## src/rtl/lstm_cell_update.sv

```systemverilog
// LSTM cell-state/hidden update: activates the four serial gate words per hidden unit,
// updates the per-unit cell memory and emits h/c three cycles after the o gate.
module lstm_cell_update #(
  parameter int D_WL   = 16,
  parameter int FL     = 12,
  parameter int HIDDEN = 32
) (
  input  logic                   clk,
  input  logic                   rst,
  input  logic signed [D_WL-1:0] d_in,
  input  logic                   in_valid,
  input  logic                   clear_state,
  output logic signed [D_WL-1:0] h_o,
  output logic signed [D_WL-1:0] c_o,
  output logic [7:0]             h_idx,
  output logic                   o_valid,
  output logic                   seq_done
);

  localparam int UW  = (HIDDEN > 1) ? $clog2(HIDDEN) : 1;
  localparam int P_W = 2*D_WL + 1;

  localparam logic signed [D_WL+1:0] SIG_HALF = (D_WL+2)'(64'sd1 <<< (FL-1));
  localparam logic signed [D_WL+1:0] SIG_ONE  = (D_WL+2)'(64'sd1 <<< FL);
  localparam logic signed [D_WL-1:0] ACT_ONE  = D_WL'(64'sd1 <<< FL);
  localparam logic signed [D_WL-1:0] ACT_NEG  = D_WL'(-(64'sd1 <<< FL));
  localparam logic signed [P_W-1:0]  C_MAX    = P_W'((64'sd1 <<< (D_WL-1)) - 64'sd1);
  localparam logic signed [P_W-1:0]  C_MIN    = P_W'(-(64'sd1 <<< (D_WL-1)));

  function automatic logic signed [P_W-1:0] sx(input logic signed [D_WL-1:0] x);
    return {{(P_W-D_WL){x[D_WL-1]}}, x};
  endfunction

  function automatic logic signed [D_WL-1:0] hard_sigmoid(input logic signed [D_WL-1:0] x);
    logic signed [D_WL+1:0] ext;
    logic signed [D_WL+1:0] y;
    ext = {{2{x[D_WL-1]}}, x};
    y   = (ext >>> 2) + SIG_HALF;
    if (y < 0)            return '0;
    else if (y > SIG_ONE) return ACT_ONE;
    else                  return y[D_WL-1:0];
  endfunction

  function automatic logic signed [D_WL-1:0] hard_tanh(input logic signed [D_WL-1:0] x);
    if (x > ACT_ONE)      return ACT_ONE;
    else if (x < ACT_NEG) return ACT_NEG;
    else                  return x;
  endfunction

  function automatic logic signed [D_WL-1:0] sat_cell(input logic signed [P_W-1:0] x);
    if (x > C_MAX)      return C_MAX[D_WL-1:0];
    else if (x < C_MIN) return C_MIN[D_WL-1:0];
    else                return x[D_WL-1:0];
  endfunction

  // h = (o * hardtanh(c)) >>> FL, keeping only the low D_WL bits
  function automatic logic signed [D_WL-1:0] scale_h(input logic signed [D_WL-1:0] o,
                                                     input logic signed [D_WL-1:0] c);
    logic signed [P_W-1:0] prod;
    logic signed [P_W-1:0] shifted;
    prod    = sx(o) * sx(hard_tanh(c));
    shifted = prod >>> FL;
    return shifted[D_WL-1:0];
  endfunction

  logic [1:0]             gsel;
  logic [UW-1:0]          uidx;
  logic                   accept;
  logic signed [D_WL-1:0] act_p0;
  logic signed [D_WL-1:0] i_p0, f_p0, g_p0;

  logic signed [D_WL-1:0] o_p1, i_p1, f_p1, g_p1, c_prev_p1;
  logic [UW-1:0]          idx_p1;
  logic                   vld_p1;
  logic signed [P_W-1:0]  csum;
  logic signed [D_WL-1:0] c_new;

  logic signed [D_WL-1:0] o_p2, c_new_p2;
  logic [UW-1:0]          idx_p2;
  logic                   vld_p2;

  logic signed [D_WL-1:0] c_mem [HIDDEN];

  assign accept = in_valid & ~clear_state;
  assign act_p0 = (gsel == 2'd2) ? hard_tanh(d_in) : hard_sigmoid(d_in);
  assign csum   = sx(f_p1) * sx(c_prev_p1) + sx(i_p1) * sx(g_p1);
  assign c_new  = sat_cell(csum >>> FL);

  // p0 -> p1: o gate accepted, snapshot gates and the unit's previous cell state
  always_ff @(posedge clk) begin
    if (accept && gsel == 2'd3) begin
      o_p1      <= act_p0;
      i_p1      <= i_p0;
      f_p1      <= f_p0;
      g_p1      <= g_p0;
      c_prev_p1 <= c_mem[uidx];
      idx_p1    <= uidx;
    end
    // p1 -> p2: new cell state
    if (vld_p1) begin
      o_p2     <= o_p1;
      c_new_p2 <= c_new;
      idx_p2   <= idx_p1;
    end
  end

  always_ff @(posedge clk or posedge rst) begin
    if (rst) begin
      gsel     <= '0;
      uidx     <= '0;
      i_p0     <= '0;
      f_p0     <= '0;
      g_p0     <= '0;
      vld_p1   <= 1'b0;
      vld_p2   <= 1'b0;
      h_o      <= '0;
      c_o      <= '0;
      h_idx    <= '0;
      o_valid  <= 1'b0;
      seq_done <= 1'b0;
      for (int n = 0; n < HIDDEN; n++) c_mem[n] <= '0;
    end else if (clear_state) begin
      gsel     <= '0;
      uidx     <= '0;
      vld_p1   <= 1'b0;
      vld_p2   <= 1'b0;
      o_valid  <= 1'b0;
      seq_done <= 1'b0;
      for (int n = 0; n < HIDDEN; n++) c_mem[n] <= '0;
    end else begin
      if (accept) begin
        gsel <= gsel + 2'd1;
        case (gsel)
          2'd0:    i_p0 <= act_p0;
          2'd1:    f_p0 <= act_p0;
          2'd2:    g_p0 <= act_p0;
          default: begin
            if (uidx == UW'(HIDDEN-1)) uidx <= '0;
            else                       uidx <= uidx + UW'(1);
          end
        endcase
      end
      vld_p1 <= accept && (gsel == 2'd3);
      vld_p2 <= vld_p1;
      if (vld_p1) c_mem[idx_p1] <= c_new;
      // p2 -> output
      o_valid  <= vld_p2;
      seq_done <= vld_p2 && (idx_p2 == UW'(HIDDEN-1));
      if (vld_p2) begin
        h_o   <= scale_h(o_p2, c_new_p2);
        c_o   <= c_new_p2;
        h_idx <= 8'(idx_p2);
      end
    end
  end

endmodule

```

## config.mk

```make
export PLATFORM = sky130hd
export DESIGN_NAME = lstm_cell_update
export DESIGN_NICKNAME = d
export VERILOG_FILES = /design/src/rtl/lstm_cell_update.sv
export SDC_FILE = /design/constraint.sdc
export NUM_CORES = 2
export LEC_CHECK = 0
export ABC_AREA = 1
export ABC_CLOCK_PERIOD_IN_PS = 23200
export CORE_MARGIN = 2
export CORE_UTILIZATION = 26
export CTS_BUF_LIST = sky130_fd_sc_hd__clkbuf_8
export DETAILED_ROUTE_END_ITERATION = 12
export GPL_ROUTABILITY_DRIVEN = 1
export PLACE_DENSITY = 0.41
export SLEW_MARGIN = 20
export SYNTH_ARGS = -nofsm -noshare
export SYNTH_HDL_FRONTEND = slang
export SYNTH_SLANG_ARGS = --single-unit
```

## constraint.sdc

```tcl
create_clock -name clk -period 23.2 [get_ports clk]
set_clock_uncertainty 0.15 [all_clocks]
set_input_delay 4.64 -clock clk [delete_from_list [all_inputs] [get_ports clk]]
set_output_delay 4.64 -clock clk [all_outputs]
set_load 0.01 [all_outputs]
```

==> qor.csv <==
stage,metric,value,unit
critical_path,crit_type,flop to flop,
timing,rsz0062_at_grt,false,
logic_synthesis,synth.top_cell.area_share,0.262,
logic_synthesis,ys_seq_area_frac,0.304,
logic_synthesis,synthArstFlopShare,0.833,
finish,final_cell_mix,"nand2_1, inv_1, fa_1",
critical_path,arrival,10.02,ns
finish,design_area,68500,um^2
route,wl_per_cell,19.6,um
critical_path,ff2ff_setup_slack,13.41,ns
critical_path,endpoint_kind,flop,
critical_path,critPathLaunch,i_p1[15],
timing,hold-worst-slack,0.260,ns
timing,finalSetupViolCount,0,
logic_synthesis,yosysTopAreaCell,fa_1,
timing,tns,0,ns
finish,layoutNonFillerInstCount,10700,
finish,final_common_cell,nand2_1,
logic_synthesis,ys_ff_latch,730,
critical_path,r2r_start,i_p1[15],
timing,tightest_slew,1.12,ns
logic_synthesis,synth_cells,7535,
critical_path,slowest_delay,0.71,ns
min_path,hold_end,o_p2[14],
global_route,grt_first_pass_wirelength,321,mm
clock_network,cts_tree,done,
critical_path,rr_endpoint,c_new_p2[8],
route,drc,0,
placed_design,place_inst,10500,
finish,layout-drive-gt1-share,0.0518,
clock_network,cts_buffer_depth,3,
route,vias,48200,
critical_path,cp.required,23.43,ns
logic_synthesis,synth_area_leaders,"fa_1, dfrtp_1, nand2_1",
route,wirelength,209,mm
global_route,gr-total-overflow,0,
logic_synthesis,synth.cell_area,62100,um^2
clock_network,cts.clk_slew.worst_paths,0.07,ns
timing,maxSlewHeadroom,0.254,
logic_synthesis,synthFlopType,dfrtp_1,
global_route,antenna_found_initial,8,
clock_network,postCtsResizedCells,0,
floorplan,die_area,243000,um^2
timing,hold_violations,0,
critical_path,startpoint_type,flop,
floorplan,die_y,493,um
route,initialDrtViolationCount,3599,
route,drt-pass1-iter-count,5,
critical_path,cpLargestDelayFamily,adder cells,
critical_path,critPathSlowestCell,nand2_2,
logic_synthesis,yosysUniqueCellTypes,49,
logic_synthesis,ys_warn_count,0,
floorplan,row_count,179,
timing,fmax,102,MHz
global_route,grt_pass1_vias,50000,
clock_network,post_cts.repair.setup_buffers,0,
run_status,status,"complete, no violations",
critical_path,cp_max_fo,35,
clock_network,clock_sinks,730,
global_route,grt_use_total,0.175,
route,via_per_inst,4.51,
placed_design,gp_congestion,0.846,
min_path,hold_start,o_p1[14],
route,final_antenna_net_count,0,
critical_path,reg2reg_depth,29,
global_route,grt_max_degree,138,
finish,syn2layout_area_growth,10.4,%
floorplan,core,238000,um^2
power_and_ir_drop,max-vdd-ir-drop,0.393,mV
floorplan,start_util,0.261,
timing,fin_crit_sh,0.422,
min_path,hold_path_depth,0,
placed_design,placed_cell_area,65600,um^2
power_and_ir_drop,cellPowerDensity,88.1,nW/um^2
clock_network,h-tree-depth,4,
floorplan,die_w,493,um
min_path,hold_class,flop to flop,
clock_network,cts_hold_buffers,0,
floorplan,ios,62,
critical_path,critPathBufInv,7,
logic_synthesis,postSynthAreaPerCell,8.24,um^2
timing,maxSlewViolCount,0,
placed_design,portBuffers,58,
clock_network,clk_latency,0.91,ns
placed_design,post-dp-hpwl,147,mm
clock_network,clockRootBuffer,clkbuf_8,
power_and_ir_drop,p_leak,36.4,nW
flow_run,drv_cap,0,
logic_synthesis,synth-edff-count,122,
finish,fillers,25300,
timing,layout_min_cycle_time,9.79,ns
finish,layout.nets,8483,
critical_path,worst_path_most_repeated_cell,fa_1,
clock_network,cts_buffers,136,
## where the power goes
| part | internal (mW) | total, mW | switching (mW) |
|---|---|---|---|
| Combinational | 0.633 | 3.30 | 2.67 |
| Clock | 0.724 | 1.36 | 0.637 |
| Sequential | 1.36 | 1.37 | 0.0148 |
## per-layer routing
metal,track usage,vias up,part of all wire
li1,-,22300,-
met4,0.0507,0,0.028
met5,0,-,0
met2,0.274,1199,0.45
met3,0.0241,259,0.046
met1,0.250,24400,0.47
## synthesized netlist by cell type (10+ instances only)
master,instances
a21o_1,10
a21oi_1,63
a22o_1,25
a31oi_1,25
a32oi_1,14
buf_1,16
buf_2,26
buf_6,30
clkbuf_1,318
dfrtp_1,608
edfxtp_1,122
fa_1,811
ha_1,229
inv_1,1327
nand2_1,2602
nand2_2,42
nand2_4,12
nand3_1,87
nand4_1,20
nor2_1,563
o21ai_0,325
o221ai_1,95
o22ai_1,38
xnor2_1,23
xor2_1,21
## per-stage QoR
step	power (mW)	util	setup slack, ns
CTS	6.12	0.288	13.33
global placement	4.73	0.276	13.39
detailed placement	4.73	0.276	13.38
finish	6.04	0.288	13.41
global route	6.41	0.288	12.85
floorplan	3.71	-	1.39
## registers in the layout, summed over array words and instances, names as in the netlist, 16 cells and up
register,count
c_prev_p1,16
i_p1,16
c_mem,512
c_o,16
f_p0,16
g_p1,16
g_p0,16
f_p1,16
o_p2,16
c_new_p2,16
i_p0,16
o_p1,16
h_o,16
## cells by family (layout without fill, tap and decap cells)
group / Yosys count / count (layout) / synth area share
fa+ha+maj: 1040 / 1040 / 0.308
mux: 1 / 1 / 0.000161
xor+xnor: 44 / 44 / 0.00621
compound gates: 616 / 616 / 0.0605
simple gates: 3367 / 3367 / 0.211
other cells: 1 / 10 / 0.0000604
flops: 730 / 730 / 0.304
buf+inv: 1736 / 1724 / 0.110
## layout make-up
class                   instances  area (um^2)  share of cell area
clock buffers                 162         2230              0.0326
diodes                          7         17.5            0.000256
repair buffers                147         1270              0.0185
multi-input cells            5071        36400               0.532
flip-flops and latches        730        18900               0.276
well taps                    3167         3960              0.0579
inverters                    1337         5040              0.0735
clock inverters                78          643             0.00939
## worst max-delay path by stage
stage | slack (ns) | end | cells after the start
floorplan | 1.39 | c_mem[0] | 1
global placement | 13.39 | c_new_p2[10] | 30
detailed placement | 13.38 | c_new_p2[10] | 29
CTS | 13.33 | c_new_p2[8] | 29
global route | 12.85 | c_new_p2[8] | 29
finish | 13.41 | c_new_p2[8] | 29
No activity file was read; power rests on OpenSTA's default activity.
